**src/rtl/l2_mshr.sv**
```systemverilog
// L2 miss-status holding registers: tracks outstanding line fills awaiting data words and
// invalidation acks, offers completed entries for retirement, and answers tag/set probes.
module l2_mshr #(
   parameter int unsigned N_REQS   = 4,
   parameter int unsigned WORDS    = 4,
   parameter int unsigned SET_BITS = 9,
   parameter int unsigned TAG_BITS = 15,
   parameter int unsigned INV_BITS = 4,
   localparam int unsigned IDX_W   = $clog2(N_REQS),
   localparam int unsigned CNT_W   = $clog2(N_REQS + 1)
) (
   input  logic                clk,
   input  logic                rst,
   input  logic                alloc_valid,
   input  logic [TAG_BITS-1:0] alloc_tag,
   input  logic [SET_BITS-1:0] alloc_set,
   input  logic [WORDS-1:0]    alloc_mask,
   input  logic [INV_BITS-1:0] alloc_invack,
   output logic                alloc_ready,
   output logic [IDX_W-1:0]    alloc_idx,
   input  logic                upd_valid,
   input  logic [IDX_W-1:0]    upd_idx,
   input  logic [WORDS-1:0]    upd_mask,
   input  logic                upd_inv_dec,
   input  logic [TAG_BITS-1:0] lookup_tag,
   input  logic [SET_BITS-1:0] lookup_set,
   output logic                lookup_hit,
   output logic [IDX_W-1:0]    lookup_idx,
   output logic                set_conflict,
   output logic                done_valid,
   output logic [IDX_W-1:0]    done_idx,
   input  logic                done_ready,
   output logic [CNT_W-1:0]    occupancy,
   output logic                err
);

   localparam logic [1:0] StFree = 2'd0;
   localparam logic [1:0] StPend = 2'd1;
   localparam logic [1:0] StDone = 2'd2;

   logic [1:0]          state_q [N_REQS];
   logic [1:0]          state_d [N_REQS];
   logic [TAG_BITS-1:0] tag_q   [N_REQS];
   logic [TAG_BITS-1:0] tag_d   [N_REQS];
   logic [SET_BITS-1:0] set_q   [N_REQS];
   logic [SET_BITS-1:0] set_d   [N_REQS];
   logic [WORDS-1:0]    mask_q  [N_REQS];
   logic [WORDS-1:0]    mask_d  [N_REQS];
   logic [INV_BITS-1:0] cnt_q   [N_REQS];
   logic [INV_BITS-1:0] cnt_d   [N_REQS];

   logic [CNT_W-1:0] occ_q, occ_d;
   logic             err_q, err_d;
   logic             done_hold_q, done_hold_d;
   logic [IDX_W-1:0] done_idx_q, done_idx_d;

   logic [IDX_W-1:0] free_idx, done_low;
   logic             done_any, upd_pend;
   logic             alloc_fire, retire_fire;

   // Priority scans: descending loops leave the lowest matching index in place.
   always_comb begin
      alloc_ready  = 1'b0;
      free_idx     = '0;
      done_any     = 1'b0;
      done_low     = '0;
      lookup_hit   = 1'b0;
      lookup_idx   = '0;
      set_conflict = 1'b0;
      upd_pend     = 1'b0;
      for (int i = N_REQS - 1; i >= 0; i--) begin
         if (state_q[i] == StFree) begin
            alloc_ready = 1'b1;
            free_idx    = IDX_W'(i);
         end
         if (state_q[i] == StDone) begin
            done_any = 1'b1;
            done_low = IDX_W'(i);
         end
         if (state_q[i] != StFree && set_q[i] == lookup_set) begin
            set_conflict = 1'b1;
            if (tag_q[i] == lookup_tag) begin
               lookup_hit = 1'b1;
               lookup_idx = IDX_W'(i);
            end
         end
         if (state_q[i] == StPend && IDX_W'(i) == upd_idx) begin
            upd_pend = 1'b1;
         end
      end
   end

   assign alloc_idx   = free_idx;
   assign done_valid  = done_any;
   // Once offered, the index is frozen so a lower entry completing later cannot steal the slot.
   assign done_idx    = done_hold_q ? done_idx_q : done_low;
   assign alloc_fire  = alloc_valid & alloc_ready;
   assign retire_fire = done_valid & done_ready;
   assign occupancy   = occ_q;
   assign err         = err_q;

   always_comb begin
      for (int i = 0; i < N_REQS; i++) begin
         state_d[i] = state_q[i];
         tag_d[i]   = tag_q[i];
         set_d[i]   = set_q[i];
         mask_d[i]  = mask_q[i];
         cnt_d[i]   = cnt_q[i];
         unique case (state_q[i])
            StFree: begin
               if (alloc_fire && free_idx == IDX_W'(i)) begin
                  state_d[i] = StPend;
                  tag_d[i]   = alloc_tag;
                  set_d[i]   = alloc_set;
                  mask_d[i]  = alloc_mask;
                  cnt_d[i]   = alloc_invack;
               end
            end
            StPend: begin
               if (upd_valid && upd_idx == IDX_W'(i)) begin
                  mask_d[i] = mask_q[i] & ~upd_mask;
                  // Two's-complement wrap is intentional: invacks may arrive before data.
                  cnt_d[i]  = cnt_q[i] - {{(INV_BITS - 1){1'b0}}, upd_inv_dec};
               end
               if (mask_d[i] == '0 && cnt_d[i] == '0) begin
                  state_d[i] = StDone;
               end
            end
            StDone: begin
               if (retire_fire && done_idx == IDX_W'(i)) begin
                  state_d[i] = StFree;
                  mask_d[i]  = '0;
                  cnt_d[i]   = '0;
               end
            end
            default: state_d[i] = StFree;
         endcase
      end
   end

   always_comb begin
      occ_d       = occ_q + CNT_W'(alloc_fire) - CNT_W'(retire_fire);
      err_d       = err_q | (upd_valid & ~upd_pend);
      done_hold_d = done_valid & ~done_ready;
      done_idx_d  = done_idx;
   end

   always_ff @(posedge clk or negedge rst) begin
      if (!rst) begin
         for (int i = 0; i < N_REQS; i++) begin
            state_q[i] <= StFree;
            tag_q[i]   <= '0;
            set_q[i]   <= '0;
            mask_q[i]  <= '0;
            cnt_q[i]   <= '0;
         end
         occ_q       <= '0;
         err_q       <= 1'b0;
         done_hold_q <= 1'b0;
         done_idx_q  <= '0;
      end else begin
         for (int i = 0; i < N_REQS; i++) begin
            state_q[i] <= state_d[i];
            tag_q[i]   <= tag_d[i];
            set_q[i]   <= set_d[i];
            mask_q[i]  <= mask_d[i];
            cnt_q[i]   <= cnt_d[i];
         end
         occ_q       <= occ_d;
         err_q       <= err_d;
         done_hold_q <= done_hold_d;
         done_idx_q  <= done_idx_d;
      end
   end

endmodule
```
**config.mk**
```make
export PLATFORM = sky130hd
export DESIGN_NAME = l2_mshr
export DESIGN_NICKNAME = d
export VERILOG_FILES = /design/src/rtl/l2_mshr.sv
export SDC_FILE = /design/constraint.sdc
export NUM_CORES = 1
export LEC_CHECK = 0
export ABC_AREA = 1
export CELL_PAD_IN_SITES_DETAIL_PLACEMENT = 1
export CELL_PAD_IN_SITES_GLOBAL_PLACEMENT = 2
export CORE_MARGIN = 8
export CORE_UTILIZATION = 37
export CTS_CLUSTER_SIZE = 14
export DETAILED_ROUTE_END_ITERATION = 12
export PLACE_DENSITY_LB_ADDON = 0.1
export SYNTH_ARGS = -nofsm -noshare
export SYNTH_HDL_FRONTEND = slang
export SYNTH_SLANG_ARGS = --single-unit
```
**constraint.sdc**
```tcl
create_clock -name clk -period 3.71 [get_ports clk]
set_clock_uncertainty 0.15 [all_clocks]
set_input_delay 0.742 -clock clk [delete_from_list [all_inputs] [get_ports clk]]
set_output_delay 0.742 -clock clk [all_outputs]
set_load 0.01 [all_outputs]
```
* Word level (Yosys, flattened, before mapping)
Index checks and enable logic that the tools add are counted.
Widths: inputs -> output; s select.
** Cells by class
- Bitwise logic cells :: 12
- $add $sub $neg :: 6
- Muxes and demuxes :: 93
- Reductions and logical operators :: 59
- Equal/unequal tests :: 40
** Operator list (number)
- $mux 4 :: 28
- $pmux 4 s3 :: 8
- $eq 15x15->1 :: 4
- $mux 2 :: 29
- $eq 9x9->1 :: 4
- $logic_not 4->1 :: 8
- $logic_and 1x1->1 :: 24
- $mux 1 :: 24
- $ne 2x1->1 const B :: 12
- $pmux 2 s3 :: 4
- $reduce_and 3->1 :: 8
- $eq 2x2->1 const B :: 10
- $and 4x4->4 :: 4
- $sub 4x1->4 :: 4
- $eq 2x1->1 const B :: 7
- $logic_not 2->1 :: 7
- $reduce_bool 3->1 :: 4
- $reduce_and 2->1 :: 4
- $reduce_bool 2->1 :: 4
- $and 1x1->1 :: 4
- $eq 2x2->1 const A :: 2
- $not 4->4 :: 1
- $add 3x1->3 :: 1
- $sub 3x1->3 :: 1
- 3 further kinds :: 4
** Storage, ports and cells
- Bits in registers :: 143
- Input bits :: 68
- Output and inout bits :: 14

* Depth between registers and ports, before layout
Gate-level depths: netlist (run 1).
- Depth in word-level cells :: 10
- Gate-level depth with buffers :: 15
- Depth with buffers taken out :: 15

* Least setup slack after synthesis (run 1)
Ideal clock, no wire load.
- Path kind :: input-to-output
- Start point :: input lookup_tag[6]
- End point :: output lookup_idx[0]
- Data arrival time :: 1741 ps
- Data required time :: 2818 ps
- Setup slack :: 1077 ps
- Stages :: 11
- Path through :: clkbuf_1 inv_1 nand2_1 nand2_1 nor2_1 nand2_1 nor2_1 nand2_1 nor2_1 nand2_1 a21oi_1
** Between the ends
- Word-level cells in the longest chain between the ends :: 9
- Elaborated cells between the ends (all ways) :: 12
** Ends and longest elaborated chain
- from (decl) :: RTL line 25 : input logic [TAG_BITS-1:0] lookup_tag,
- $eq 15x15->1 :: RTL line 82 : if (tag_q[i] == lookup_tag) begin
- $mux 2 :: RTL line 82
- $mux 2 :: RTL line 80 : if (state_q[i] != StFree && set_q[i] == lookup_set) begin
- $mux 2 :: RTL line 82
- $mux 2 :: RTL line 80
- $mux 2 :: RTL line 82
- $mux 2 :: RTL line 80
- $mux 2 :: RTL line 82
- $mux 2 * :: RTL line 80
- to (decl) :: RTL line 28 : output logic [IDX_W-1:0] lookup_idx,
Mark *: on every way between the ends. The rest lies on a longest branch, timed or not.

* Final worst setup path (run 1)
- Start point :: input lookup_set[4]
- End point :: output lookup_idx[0]
** Between the ends
- Word-level cells in the longest chain between the ends :: 9
- Elaborated cells between the ends (all ways) :: 15
** Ends and longest elaborated chain
- from (decl) :: RTL line 26 : input logic [SET_BITS-1:0] lookup_set,
- $eq 9x9->1 :: RTL line 80
- $logic_and 1x1->1 :: RTL line 80
- $mux 2 :: RTL line 80
- $mux 2 :: RTL line 82
- $mux 2 :: RTL line 80
- $mux 2 :: RTL line 82
- $mux 2 :: RTL line 80
- $mux 2 :: RTL line 82
- $mux 2 * :: RTL line 80
Marks and branches as above.

==> results of run 1 <==
-- repair_timing --
action                                  CTS  global route
pin swaps                                 0             4
resized for setup                         6            14
endpoints found under the setup margin    3             3
cloned                                    0             0
-- cells by family after synthesis --
logic type / Yosys count / share of synthesized area (%)
buffers and inverters: 167 / 8.24
and+or+nand+nor: 449 / 23.2
AOI/OAI and AO/OA: 197 / 12.7
adders and majority gates: 28 / 4.37
DFF: 143 / 43.7
xor gates and xnor gates: 73 / 7.80
-- cells in the final DEF (no fill, tap or decap), types with 2 or more instances in the layout --
| cell type | count |
|---|---|
| a21oi_1 | 7 |
| buf_4 | 22 |
| bufinv_16 | 5 |
| clkbuf_16 | 17 |
| clkdlybuf4s50_1 | 73 |
| clkinv_2 | 3 |
| clkinv_4 | 2 |
| clkinvlp_4 | 3 |
| dfrtp_1 | 143 |
| dlygate4sd2_1 | 3 |
| dlymetal6s2s_1 | 4 |
| ha_1 | 26 |
| inv_1 | 120 |
| inv_2 | 6 |
| nand2_1 | 293 |
| nand2_2 | 8 |
| nand3_1 | 47 |
| nand3_2 | 3 |
| nand3_4 | 2 |
| nand3b_1 | 5 |
| nand4_1 | 12 |
| nor2_1 | 63 |
| nor2_2 | 7 |
| nor2_4 | 6 |
| o21ai_0 | 145 |
| o21ai_1 | 9 |
| o21ai_2 | 2 |
| o21bai_1 | 2 |
| o22ai_1 | 28 |
| xnor2_1 | 53 |
| xor2_1 | 20 |
-- layer usage --
layer / wire length, µm / global-route usage (%) / vias to the layer above
li1: - / - / 3537
met1: 10700 / 23.1 / 3428
met2: 11600 / 30.9 / 90
met3: 764 / 3.91 / 10
met4: 171 / 3.32 / 0
met5: 0 / 0 / -
-- stage by stage --
stage               setup TNS [ns]  hold WS, ns  power [mW]
floorplan                        0        0.286        5.24
global placement           -0.0613        0.302        6.23
detailed placement          -0.171        0.309        6.33
CTS                              0       0.0664        8.28
global route                     0       0.0696        8.93
finish                           0       0.0650        8.17
-- power breakdown --
group          total, mW  switching (mW)  internal [mW]
clock               1.89           0.699           1.19
combinational       3.50            2.11           1.39
sequential          2.78           0.492           2.28
-- registers in the layout (all words and copies together) (netlist names) --
name	cells
done_hold_q	1
occupancy	3
tag_q	60
state_q	8
err	1
cnt_q	16
mask_q	16
done_idx_q	2
set_q	36
-- cells in the mapped netlist (2+ instances only) --
cell      count
nor2_1       68
xnor2_1      53
nand3_2       2
ha_1         27
inv_2         3
buf_4         4
inv_1       123
buf_2         5
nand4_1      12
o21ai_0     145
nand3b_1      5
nand2_2       8
nand3_4       2
nor2_2        4
xor2_1       20
a21oi_1       7
nor2_4        4
o22ai_1      28
o21ai_2       2
nand2_1     293
clkbuf_1     27
dfrtp_1     143
nor3_1        2
o21ai_1       9
clkbuf_8      2
nand3_1      48
o21bai_1      2
-- area by class of cell --
| cell class | instances | area, µm² |
|---|---|---|
| fillers | 2635 | 11700 |
| multi-input cells | 747 | 3980 |
| flip-flops and latches | 143 | 3580 |
| repair buffers | 104 | 1000 |
| inverters | 127 | 477 |
| clock buffers | 18 | 429 |
| well taps | 280 | 350 |
| clock inverters | 14 | 214 |
-- final timing paths --
kind / startpoint / to / cells after the start / slack, ns
worst min register to register: mask_q[0] / mask_q[0] / 2 / 0.32
worst max register to register: state_q[2] / occupancy[2] / 11 / 1.27
worst max-delay path: lookup_set[4] / lookup_idx[0] / 9 / 0.30
max in group asynchronous: rst / mask_q[11] / 2 / 2.46
min in group clk: mask_q[0] / mask_q[0] / 2 / 0.32
worst min-delay path: rst / cnt_q[13] / 1 / 0.06
==> out/metrics.yaml, run 1 <==
report.final.slew_viol_count: 0
dieArea_um2: 27200
io_pins: 82
cts_hold_buffers: 0
fmax_mhz: 293
drtPass1Iterations: 5
max-slew-margin-rel_pct: 49.6
cts_root_buffer: "clkbuf_16"
yosysSeqAreaShare_pct: 43.7
maxCapViolations: 0
worstPathMaxFanout: 5
synthArstFlopShare_pct: 100
required_ns: 2.82
grt_overflow: 0
clk_pin_slew_ns: 0.06
antennaDiodeCount: 0
wl_um: 23200
synth_seq_cells: 143
synth_cell_types: 36
yosysTopAreaCellShare_pct: 43.7
cts_sinks: 143
track_usage_pct: 18.0
yosysWarnings: 0
initial_utilization_pct: 37.7
grt_pass1_vias: 7335
finalCoreUtilization_pct: 46.1
drtIter0Drc: 346
hpwl_um: 17000
design_area_um2: 10000
antenna_found_initial: 0
cellPowerDensity_nw_per_um2: 814
status: "complete, no violations"
critical-path-slowest-cell: "clkdlybuf4s50_1"
dp_cells: 1401
crit_path_frequent_cell: "nand2_1"
period_minus_slack_ns: 3.41
grt_pass1_wl_um: 38700
vias: 7065
drive_above_1_share_pct: 7.89
tightest_slew_ns: 0.754
syn_inst: 1057
path_cells: "clkdlybuf4s50_1 -> xnor2_1 -> nand3b_1 -> nor2_1 -> nand2_1 -> nor2_2 -> nand2_1 -> a21oi_1 -> dlygate4sd2_1"
leakage_nw: 4.84
antenna_left: 0
postPlaceCellArea_um2: 9350
cts_tree: "yes"
final_cells: 1433
rsz0062_at_grt: "no"
period_share_pct: 91.8
synth_edf_count: 0
worst-setup-path-type: "in -> out"
critPathTopFamily: "buffers and inverters"
dp_slack_ns: -0.0995
peakVddDrop_v: 0.000297
worst_slack_ns: 0.303
cp_num_buf_inv: 2
cts_buffers: 17
netlist_area_um2: 8200
max-clock-path-buffers: 2
syn-num-nets: 1153
syn_area_per_cell_um2: 7.75
portBuffers: 81
ctsHtreeMaxLevel: 4
gp_congestion: 0.788
hold_class: "in -> async"
rows: 54
post_cts_buffers: 0
synth_top_cell_by_area: "dfrtp_1"
nNetsFinal: 1236
routed_via_density: 4.93
die_h_um: 165
area_growth_pct: 22.4
synth.top_cells.by_area: "dfrtp_1 (44%), nand2_1 (13%), o21ai_0 (8.9%), xnor2_1 (5.7%), inv_1 (5.6%)"
setup_violations: 0
die_w_um: 165
route.detailed.drc: 0
clock_latency_ns: 0.42
final-hold-violation-count: 0
cp-end-kind: "output pin"
cp_data_arrival_time_ns: 2.52
critical_path.startpoint_type: "input pin"
core_um2: 21800
avgRoutedWirePerCell_um: 16.2
ys.flop_type: "dfrtp_1"
cpPeakStageDelay_ns: 0.60
grt_start_max_net_pins: 72
No activity file was read; power rests on OpenSTA's default activity.
==> run 2, diff against run 1 <==
CAP_MARGIN = 30   (was default)
==> results of run 2 <==
Same layout as run 1: the final DEF is identical, and so are final timing and power.
==> run 3, diff against run 2 <==
ABC_CLOCK_PERIOD_IN_PS = 3710   (was default)
SETUP_SLACK_MARGIN = 0.3   (was default)
==> out/metrics.yaml, run 3 (synthesis gave the netlist of run 1 again) <==
status: "complete, no violations"
cp_num_buf_inv: 2
clkPwrFrac_pct: 23.2
antenna_left: 0
grt_pass1_vias: 7338
reg_top3: "tag_q (60), set_q (36)"
report.final.slew_viol_count: 0
portBuffers: 81
rsz0062_at_grt: "yes"
cpPeakStageDelay_ns: 0.60
seq_area_um2: 3580
rrSetupSlack_ns: 1.27
route.detailed.drc: 0
cp_data_arrival_time_ns: 2.40
max-clock-path-buffers: 2
drive_above_1_share_pct: 8.24
fill_cells: 2640
clock_latency_ns: 0.42
rows: 54
p_switching_mw: 3.30
setup_violations: 0
hold_slack_ns: 0.0655
gp_congestion: 0.788
track_usage_pct: 18.0
area_growth_pct: 22.0
grt_start_max_net_pins: 72
initial_utilization_pct: 37.7
wl_met3_um: 716
worstPathMaxFanout: 5
combPwrFrac_pct: 42.9
hold_class: "in -> async"
cts_root_buffer: "clkbuf_16"
critPathTopFamily: "buffers and inverters"
required_ns: 2.82
peakVddDrop_v: 0.000297
antennaDiodeCount: 0
crit_path_frequent_cell: "nand2_1"
leakage_nw: 4.77
final_cell_mix: "nand2_1 (293), o21ai_0 (144), dfrtp_1 (143), inv_1 (120), clkdlybuf4s50_1 (73)"
drtIter0Drc: 341
multi_input_comb_area_um2: 3980
largest_reg_flops: 60
cp.depth: 9
dp_slack_ns: -0.0995
final-hold-violation-count: 0
worst-setup-path-type: "in -> out"
worst_slack_ns: 0.414
p_seq_share_pct: 34.0
tightest_slew_ns: 0.754
finalCoreUtilization_pct: 46.0
ctsHtreeMaxLevel: 4
die_h_um: 165
top_register: "tag_q"
post_cts_buffers: 0
routed_via_density: 4.93
io_pins: 82
path_cells: "clkdlybuf4s50_1 -> xnor2_1 -> nand3b_1 -> nor2_1 -> nand2_1 -> nor2_2 -> nand2_1 -> a21oi_1 -> clkbuf_2"
wl_met1_um: 10700
internal-power_mw: 4.86
hpwl_um: 17000
clk_pin_slew_ns: 0.06
dieArea_um2: 27200
grt_pass1_wl_um: 38700
wl_met2_um: 11600
die_w_um: 165
period_share_pct: 88.8
cp-end-kind: "output pin"
critical-path-slowest-cell: "clkdlybuf4s50_1"
switching_share_pct: 40.5
cts_tree: "yes"
layout_commonest_cell: "nand2_1"
grt_overflow: 0
cts_buffers: 17
rr_worst_depth: 11
wl_um: 23200
maxCapViolations: 0
period_minus_slack_ns: 3.30
antenna_found_initial: 0
avgRoutedWirePerCell_um: 16.2
fmax_mhz: 303
core_um2: 21800
cellPowerDensity_nw_per_um2: 817
max-slew-margin-rel_pct: 49.6
critical_path.startpoint_type: "input pin"
cts_sinks: 143
vias: 7058
drtPass1Iterations: 6
top_layer: "met4"
nNetsFinal: 1236
==> run 3: cell count changes in the layout (fill, tap and decap cells not counted) <==
cell            change
o21ai_1             +1
o21ai_0             -1
clkbuf_2            +4
dlymetal6s2s_1      -4
==> run 3: power by group through the flow <==
| stage | logic [mW] | clock network [mW] | registers, mW |
|---|---|---|---|
| CTS | 3.56 | 1.94 | 2.78 |
| finish | 3.50 | 1.89 | 2.78 |
| detailed placement | 3.53 | 0 | 2.80 |
| floorplan | 2.58 | 0 | 2.67 |
| global placement | 3.44 | 0 | 2.79 |
| global route | 4.06 | 2.01 | 2.87 |
==> run 3: per-stage QoR <==
step	power (mW)	instance area [µm²]	setup TNS (ns)	instances
detailed placement	6.33	9350	-0.171	1401
global route	8.93	10000	0	1433
floorplan	5.24	8200	0	1057
global placement	6.23	9350	-0.0613	1401
finish	8.17	10000	0	1433
CTS	8.28	10000	0	1433
==> run 3: final timing paths <==
| path | from | end |
|---|---|---|
| setup / recovery | lookup_set[4] | lookup_idx[0] |
| hold / removal | rst | cnt_q[13] |
| setup reg to reg | state_q[2] | occupancy[2] |
| hold reg to reg | mask_q[0] | mask_q[0] |
| max in group asynchronous | rst | mask_q[11] |
| min in group clk | mask_q[0] | mask_q[0] |
==> run 3: timing repair <==
item	in CTS	in global routing
resized for setup	15	14
endpoints found under the hold margin	0	0
pin swaps	3	4
setup endpoints to repair	4	4
hold buffers	0	0
==> run 3: area by class of cell <==
class                   instances  area share, %
clock buffers                  18           4.29
clock inverters                14           2.14
inverters                     127           4.77
multi-input cells             747           39.8
flip-flops and latches        143           35.8
well taps                     280           3.50
repair buffers                104           9.73
==> run 3: layer usage <==
layer  GRT usage, %  vias to the layer above
li1               -                     3537
met1           23.1                     3428
met2           31.0                       79
met3           3.89                       14
met4           3.32                        0
met5              0                        -
==> RTL edit: new RTL, config.mk and constraints of run 3 <==
Put one more register stage on the output `err`, without a reset. The value now appears one clock later. The other outputs are not delayed to match.
--- a/src/rtl/l2_mshr.sv
+++ b/src/rtl/l2_mshr.sv
@@ -98,5 +98,7 @@
    assign retire_fire = done_valid & done_ready;
    assign occupancy   = occ_q;
-   assign err         = err_q;
+   always_ff @(posedge clk) begin
+      err <= err_q;
+   end
 
    always_comb begin
Behaviour: not the same (Yosys sat finds a counterexample within 4 cycles, from zero or initial values and one cycle with rst low).
==> RTL edit against run 3 <==
Core utilization up 0.43 points. Sequential cell count up 1. Critical path depth unchanged. Final area up 1.2%. Via count down 0.98%. Power up 0.29%. Area after synthesis up 0.24%. Sequential share of layout area down 0.24 points. Wire length up 1.0%. Non-clock buffer count up 1. Die area up 0.22%. Worst setup slack worse by 19 ps. Critical path type unchanged. Largest power group unchanged.
==> RTL edit: results (changes against run 3) <==
Final layout
  • Non-clock buffer share: 10.41% (+0.67 points)
  • Clock buf/inv share: 6.316% (-0.12 points)
  • Seq area share: 35.55% (-0.24 points)
  • Cell Count, Final, Fillers Out: 1435 (+0.14%)
  • Layout cells sized above 1: 9.091% (+0.85 points)

Setup path
  • Critical Path Source: lookup_tag[3]
  • Worst-path maximum fanout: 4 (-1)
  • Reg-to-Reg Start: state_q[0]

Routing
  • Met1 wire length: 10630 um (-0.76%)
  • Starting DRT DRC Count: 306 (-10%)
  • Via count: 6989 (-0.98%)
  • Met3 wire len: 751 um (+4.9%)
  • Pre-antenna DRT Iters: 4 (-2)

Place
  • Post-DP HPWL: 17200 um (+0.89%)
  • Setup Slack @ Placement: -52.58 ps (+46.91 ps)
  • Placed Area: 9358 um2 (+0.13%)

Run status
  • Status: complete, no violations

Synth
  • Yosys reg bits: 144 (+0.70%)
  • Post-synth cell types: 37 (+2.8%)
  • Post-synth ARST share: 99.31% (-0.69 points)
  • Cell Area, Synth: 8217 um2 (+0.24%)
  • Sequential fraction of the synthesis area: 43.79% (+0.14 points)
  • Mapped Avg Cell Area: 7.766 um2 (+0.15%)

Power and ir drop
  • Leakage: 4.969 nW (+4.2%)
  • Maximum vdd drop: 0.2964 mV (about the same)

Global route
  • Met3 usage: 4.163% (+0.27 points)
  • First-pass GRT wire length: 38850 um (+0.29%)
  • Largest net degree at the start of global routing: 62 (-14%)
  • Gr usage total: 18.13% (+0.090 points)
  • Met2 usage: 31.97% (+1.0 points)

STA
  • Final Critical Period: 3316 ps (+19.36 ps)
RTL edit: cell count changes in the layout (fill, tap and decap cells not counted), sizes merged, moves of 2 or more:
| cell | run 3 | this run |
|---|---|---|
| dlymetal6s2s | 0 | 20 |
| clkdlybuf4s50 | 73 | 56 |
| clkbuf | 22 | 20 |
| clkdlybuf4s15 | 0 | 2 |
RTL edit: logic make-up after synthesis:
logic type	after synthesis	synth area share, %
simple gates	449	23.13
compound gates	197	12.72
buf+inv	167	8.223
flops	144	43.79
xor+xnor	73	7.781
fa+ha+maj	28	4.355
RTL edit: power by group through the flow:
stage,clock [mW],sequential [mW],combinational [mW]
5_1_grt,1.98,2.87,4.10
3_3_place_gp,0,2.79,3.45
4_1_cts,1.92,2.79,3.58
6_report,1.87,2.78,3.54
2_1_floorplan,0,2.68,2.58
3_5_place_dp,0,2.80,3.56
